===== src/rtl/deskew_8bit.sv =====
// Realigns skewed systolic-array product bits into whole words and buffers them
// in a small FIFO with backpressure and a sticky overflow flag.
module deskew_8bit #(
  parameter int DEPTH = 4
) (
  input  logic       clk,
  input  logic       rst,
  input  logic       in_valid,
  input  logic [1:8] d,
  output logic [1:8] q,
  output logic       out_valid,
  input  logic       out_ready,
  output logic [3:0] fifo_cnt,
  output logic       overflow
);

  localparam int AW = $clog2(DEPTH);

  generate
    if (DEPTH != 2 && DEPTH != 4 && DEPTH != 8) begin : g_bad_depth
      $error("deskew_8bit: DEPTH must be 2, 4 or 8");
    end
  endgenerate

  logic [6:0] vpipe;
  logic       aligned_valid;
  logic [1:8] aligned;

  always_ff @(posedge clk) begin
    if (rst) vpipe <= '0;
    else     vpipe <= {vpipe[5:0], in_valid};
  end

  assign aligned_valid = vpipe[6];

  // Bit k arrives k-1 cycles after bit 1, so it needs 8-k delay stages to line up.
  generate
    for (genvar k = 1; k <= 7; k++) begin : g_aln
      logic [7-k:0] sr;
      if (k == 7) begin : g_one
        always_ff @(posedge clk) begin
          if (rst) sr <= '0;
          else     sr <= d[k];
        end
      end else begin : g_chain
        always_ff @(posedge clk) begin
          if (rst) sr <= '0;
          else     sr <= {sr[6-k:0], d[k]};
        end
      end
      assign aligned[k] = sr[7-k];
    end
  endgenerate

  assign aligned[8] = d[8];

  logic [1:8]    mem [DEPTH];
  logic [AW-1:0] wptr;
  logic [AW-1:0] rptr;
  logic          full;
  logic          pop;
  logic          push;

  assign full      = (fifo_cnt == 4'(DEPTH));
  assign out_valid = (fifo_cnt != 4'd0);
  assign pop       = out_valid & out_ready;
  // A pop on the same edge frees the head slot, so a full FIFO can still accept.
  assign push      = aligned_valid & (~full | pop);
  assign q         = out_valid ? mem[rptr] : '0;

  always_ff @(posedge clk) begin
    if (push) mem[wptr] <= aligned;
  end

  always_ff @(posedge clk) begin
    if (rst) begin
      wptr     <= '0;
      rptr     <= '0;
      fifo_cnt <= '0;
      overflow <= 1'b0;
    end else begin
      if (push) wptr <= wptr + 1'b1;
      if (pop)  rptr <= rptr + 1'b1;
      case ({push, pop})
        2'b10:   fifo_cnt <= fifo_cnt + 4'd1;
        2'b01:   fifo_cnt <= fifo_cnt - 4'd1;
        default: fifo_cnt <= fifo_cnt;
      endcase
      if (aligned_valid && full && !pop) overflow <= 1'b1;
    end
  end

endmodule

===== config.mk =====
export PLATFORM = sky130hd
export DESIGN_NAME = deskew_8bit
export DESIGN_NICKNAME = d
export VERILOG_FILES = /design/src/rtl/deskew_8bit.sv
export SDC_FILE = /design/constraint.sdc
export NUM_CORES = 1
export LEC_CHECK = 0
export CAP_MARGIN = 20
export CORE_MARGIN = 3
export CORE_UTILIZATION = 50
export CTS_CLUSTER_DIAMETER = 30
export DETAILED_ROUTE_END_ITERATION = 10
export PLACE_DENSITY = 0.71
export SYNTH_ARGS = -nofsm -noshare
export SYNTH_HDL_FRONTEND = slang
export SYNTH_SLANG_ARGS = --single-unit

===== constraint.sdc =====
create_clock -name clk -period 2.25 [get_ports clk]
set_input_delay 0.225 -clock clk [delete_from_list [all_inputs] [get_ports clk]]
set_output_delay 0.225 -clock clk [all_outputs]
set_load 0.005 [all_outputs]

==> results_dict.tcl <==
set metrics [dict create \
    place_congestion 0.8426 \
    route.met3.wl_um 178 \
    finClkSkew_ns 0.007067 \
    arrival_ns 1.93 \
    power.density_mw_per_mm2 941.4 \
    num_vias 1501 \
    p_switching_mw 0.7906 \
    p_int_mw 2.370 \
    hold_violations 0 \
    worst_pin_slew_ns 0.4034 \
    worstSetupStartpointType "register" \
    cp-end-kind "output port" \
    nets 249 \
    ios 26 \
    diodes 0 \
    clockRootBuffer "clkbuf_8" \
    r2r_cells 7 \
    rsz0062_at_grt "false" \
    htree_levels 3 \
    grt_max_degree 47 \
    drt-pass1-iter-count 4 \
    ys.flop_type "dfxtp_1" \
    drtIter0Drc 99 \
    dp_cells 288 \
    critPathMaxFanout 6 \
    wl_met1_mm 1.903 \
    stdcell_count 307 \
    grt_overflow_total 0 \
    yosys.area.top_type "edfxtp_1" \
    path_clk_slew_ns 0.08 \
    io_buffers 25 \
    r2r_start "fifo_cnt[1]$_SDFFE_PP0P_" \
    min_path_type "reg -> reg" \
    synth-edff-count 32 \
    r2r-end "fifo_cnt[2]$_SDFFE_PP0P_" \
    cts_buffers 9 \
    synth-async-reset-ratio_pct 0 \
    final_util_pct 63.70 \
    wirelength_mm 4.074 \
    setup_viol 0 \
    power_mw 3.160 \
    cts.sinks 78 \
    setup_ws_ns 0.09160 \
    hold_ws_ns 0.4349 \
    grt_pass1_vias 1437 \
    syn-cell-area_mm2 0.002823 \
    clk_path_buf_depth 2 \
    ys_ff_latch 78 \
    yosys_warnings 0 \
    drive_above_1_share_pct 20.68 \
    grt_pass1_wl_mm 6.844 \
    antenna_found_initial 0 \
    worst_hold_path.endpoint "g_aln[3].sr[4]$_SDFF_PP0_" \
    outcome "complete, no violations" \
    sw_frac_of_total_pct 25.02 \
    hpwl_mm 2.808 \
    ir_drop_mv 0.4703 \
    yosys-top-cells-area "edfxtp_1 34%, dfxtp_1 33%, nor2b_1 8.0%, mux4_2 6.4%, ha_1 2.2%" \
    seq_area_frac_synth_pct 66.67 \
    pwr-share-clk_pct 27.5 \
    core-area_mm2 0.005270 \
    die_x_um 81.14 \
    post_synth.cell_area_avg_um2 14.40 \
    cts_tree "built" \
    routedWlPerCell_um 13.27 \
    maxCapViolCount 0 \
    synth_nets 213 \
    relSlewSlack_pct 73.11 \
    r2r_slack_ns 0.19 \
    dr_wl_met2_mm 1.911 \
    period_share_pct 95.93 \
    postRouteAntennaNets 0 \
    required_ns 2.03 \
    syn_to_final_growth_pct 18.93 \
    fin_crit_ns 2.158 \
    clk_latency_ns 0.34 \
    power_frac_comb_pct 23.5 \
    place_ws_ns -0.005724 \
    max_clock_freq_mhz 463.3 \
    vias_per_cell 4.889 \
    die_h_um 81.14 \
    critPathKind "reg -> out" \
    netlist_instances 196 \
    holdCritStartpoint "g_aln[3].sr[3]$_SDFF_PP0_" \
    placementRows 26 \
    start_util_pct 53.56 \
    seq_power_share_pct 49.1 \
    grtUsageTotal_pct 14.56 \
    die_area_mm2 0.006583 \
    slew_violations 0 \
    topRoutingLayerUsed "met4" \
    nFillCells 407 \
    yosysTopAreaCellShare_pct 34.04 \
    ys_types 33 \
    drc 0 \
    cellLeakagePower_nw 1.261 \
    whs_path_depth 1 \
]
==> metal layers <==
layer / global-route usage, % / vias up
li1: - / 739
met1: 18.70 / 728
met2: 21.18 / 26
met3: 5.987 / 8
met4: 7.432 / 0
met5: 0 / -
==> cell families after synthesis <==
family                   share of synthesized area [%]
flip-flops                                       66.67
AND/OR/NAND/NOR                                  16.45
buffers and inverters                            3.235
AO/OA/AOI/OAI                                    2.837
multiplexers                                     6.738
XOR/XNOR                                         1.862
adder cells (fa/ha/maj)                          2.216
==> worst max-delay path by stage <==
stage / startpoint / endpoint / depth (start not counted)
6_report: register / q[2] / 4
5_1_grt: register / q[2] / 4
4_1_cts: register / q[3] / 4
3_5_place_dp: out_ready / fifo_cnt[2]$_SDFFE_PP0P_ / 9
3_3_place_gp: out_ready / fifo_cnt[2]$_SDFFE_PP0P_ / 9
2_1_floorplan: fifo_cnt[1]$_SDFFE_PP0P_ / fifo_cnt[2]$_SDFFE_PP0P_ / 9
==> timing repair <==
| item | 4_1_cts | 5_1_grt |
|---|---|---|
| setup endpoints to repair | 8 | 8 |
| setup buffers | 0 | 4 |
| hold buffers | 0 | 0 |
| pin swaps | 0 | 2 |
| gates resized for setup | 2 | 6 |
| gates cloned | 0 | 0 |
==> metrics by stage <==
| step | area (um2) | setup TNS [ns] |
|---|---|---|
| after floorplan | 2823 | 0 |
| after CTS | 3312 | 0 |
| after global placement | 3149 | 0 |
| after global routing | 3357 | 0 |
| final | 3357 | 0 |
| after detailed placement | 3149 | -0.005724 |
==> sequential cells by signal (all words and copies together) (netlist names), named ones only <==
name,count
mem,32
g_aln.sr,28
vpipe,7
fifo_cnt,4
rptr,2
wptr,2
overflow,1
==> power groups by stage <==
stage	clock network (mW)	logic [mW]	registers, mW
after floorplan	0	0.440	1.58
after global placement	0	0.699	1.58
after detailed placement	0	0.717	1.58
after CTS	0.898	0.706	1.55
after global routing	0.968	0.814	1.56
final	0.868	0.742	1.55
==> worst max-delay path: stages (launching register included) <==
cell             delay (ns)
dfxtp_1                0.33
buf_6                  0.13
mux4_2                 0.50
and2_2                 0.20
clkdlybuf4s50_1        0.43
==> area by class of cell <==
cell class                      count  area, um2  share of cell area, %
Clock inverter                      6      37.54                  1.118
Multi-Input combinational cell    104      854.6                  25.46
Sequential cell                    78       1883                  56.09
Inverter                            4      15.01                 0.4473
Timing Repair Buffer               35      351.6                  10.47
Tap cell                           70      87.58                  2.609
Clock buffer                       10      127.6                  3.802
==> synth_stat cells (2+ instances only) <==
cell      number
ha_1           5
a21oi_1        3
clkbuf_1       4
and2_1         5
nand3_1        2
nor2b_1       36
inv_1          4
and2_2         7
buf_6          5
dfxtp_1       46
xor2_1         2
nor4b_1        2
nand2_1        4
nor2_1        10
nand2b_1       2
edfxtp_1      32
xnor2_1        4
mux4_2         8
==> layout by cell type (no fill, tap or decap), types with 4 or more instances in the layout <==
cell / count
mux4_2: 8
buf_4: 8
inv_1: 4
and2_1: 5
nor2_1: 9
dfxtp_1: 45
nor2b_1: 36
dlymetal6s2s_1: 4
clkbuf_8: 9
clkdlybuf4s50_1: 21
ha_1: 5
edfxtp_1: 32
and2_2: 7
xnor2_1: 4
No activity file was read; power rests on OpenSTA's default activity.
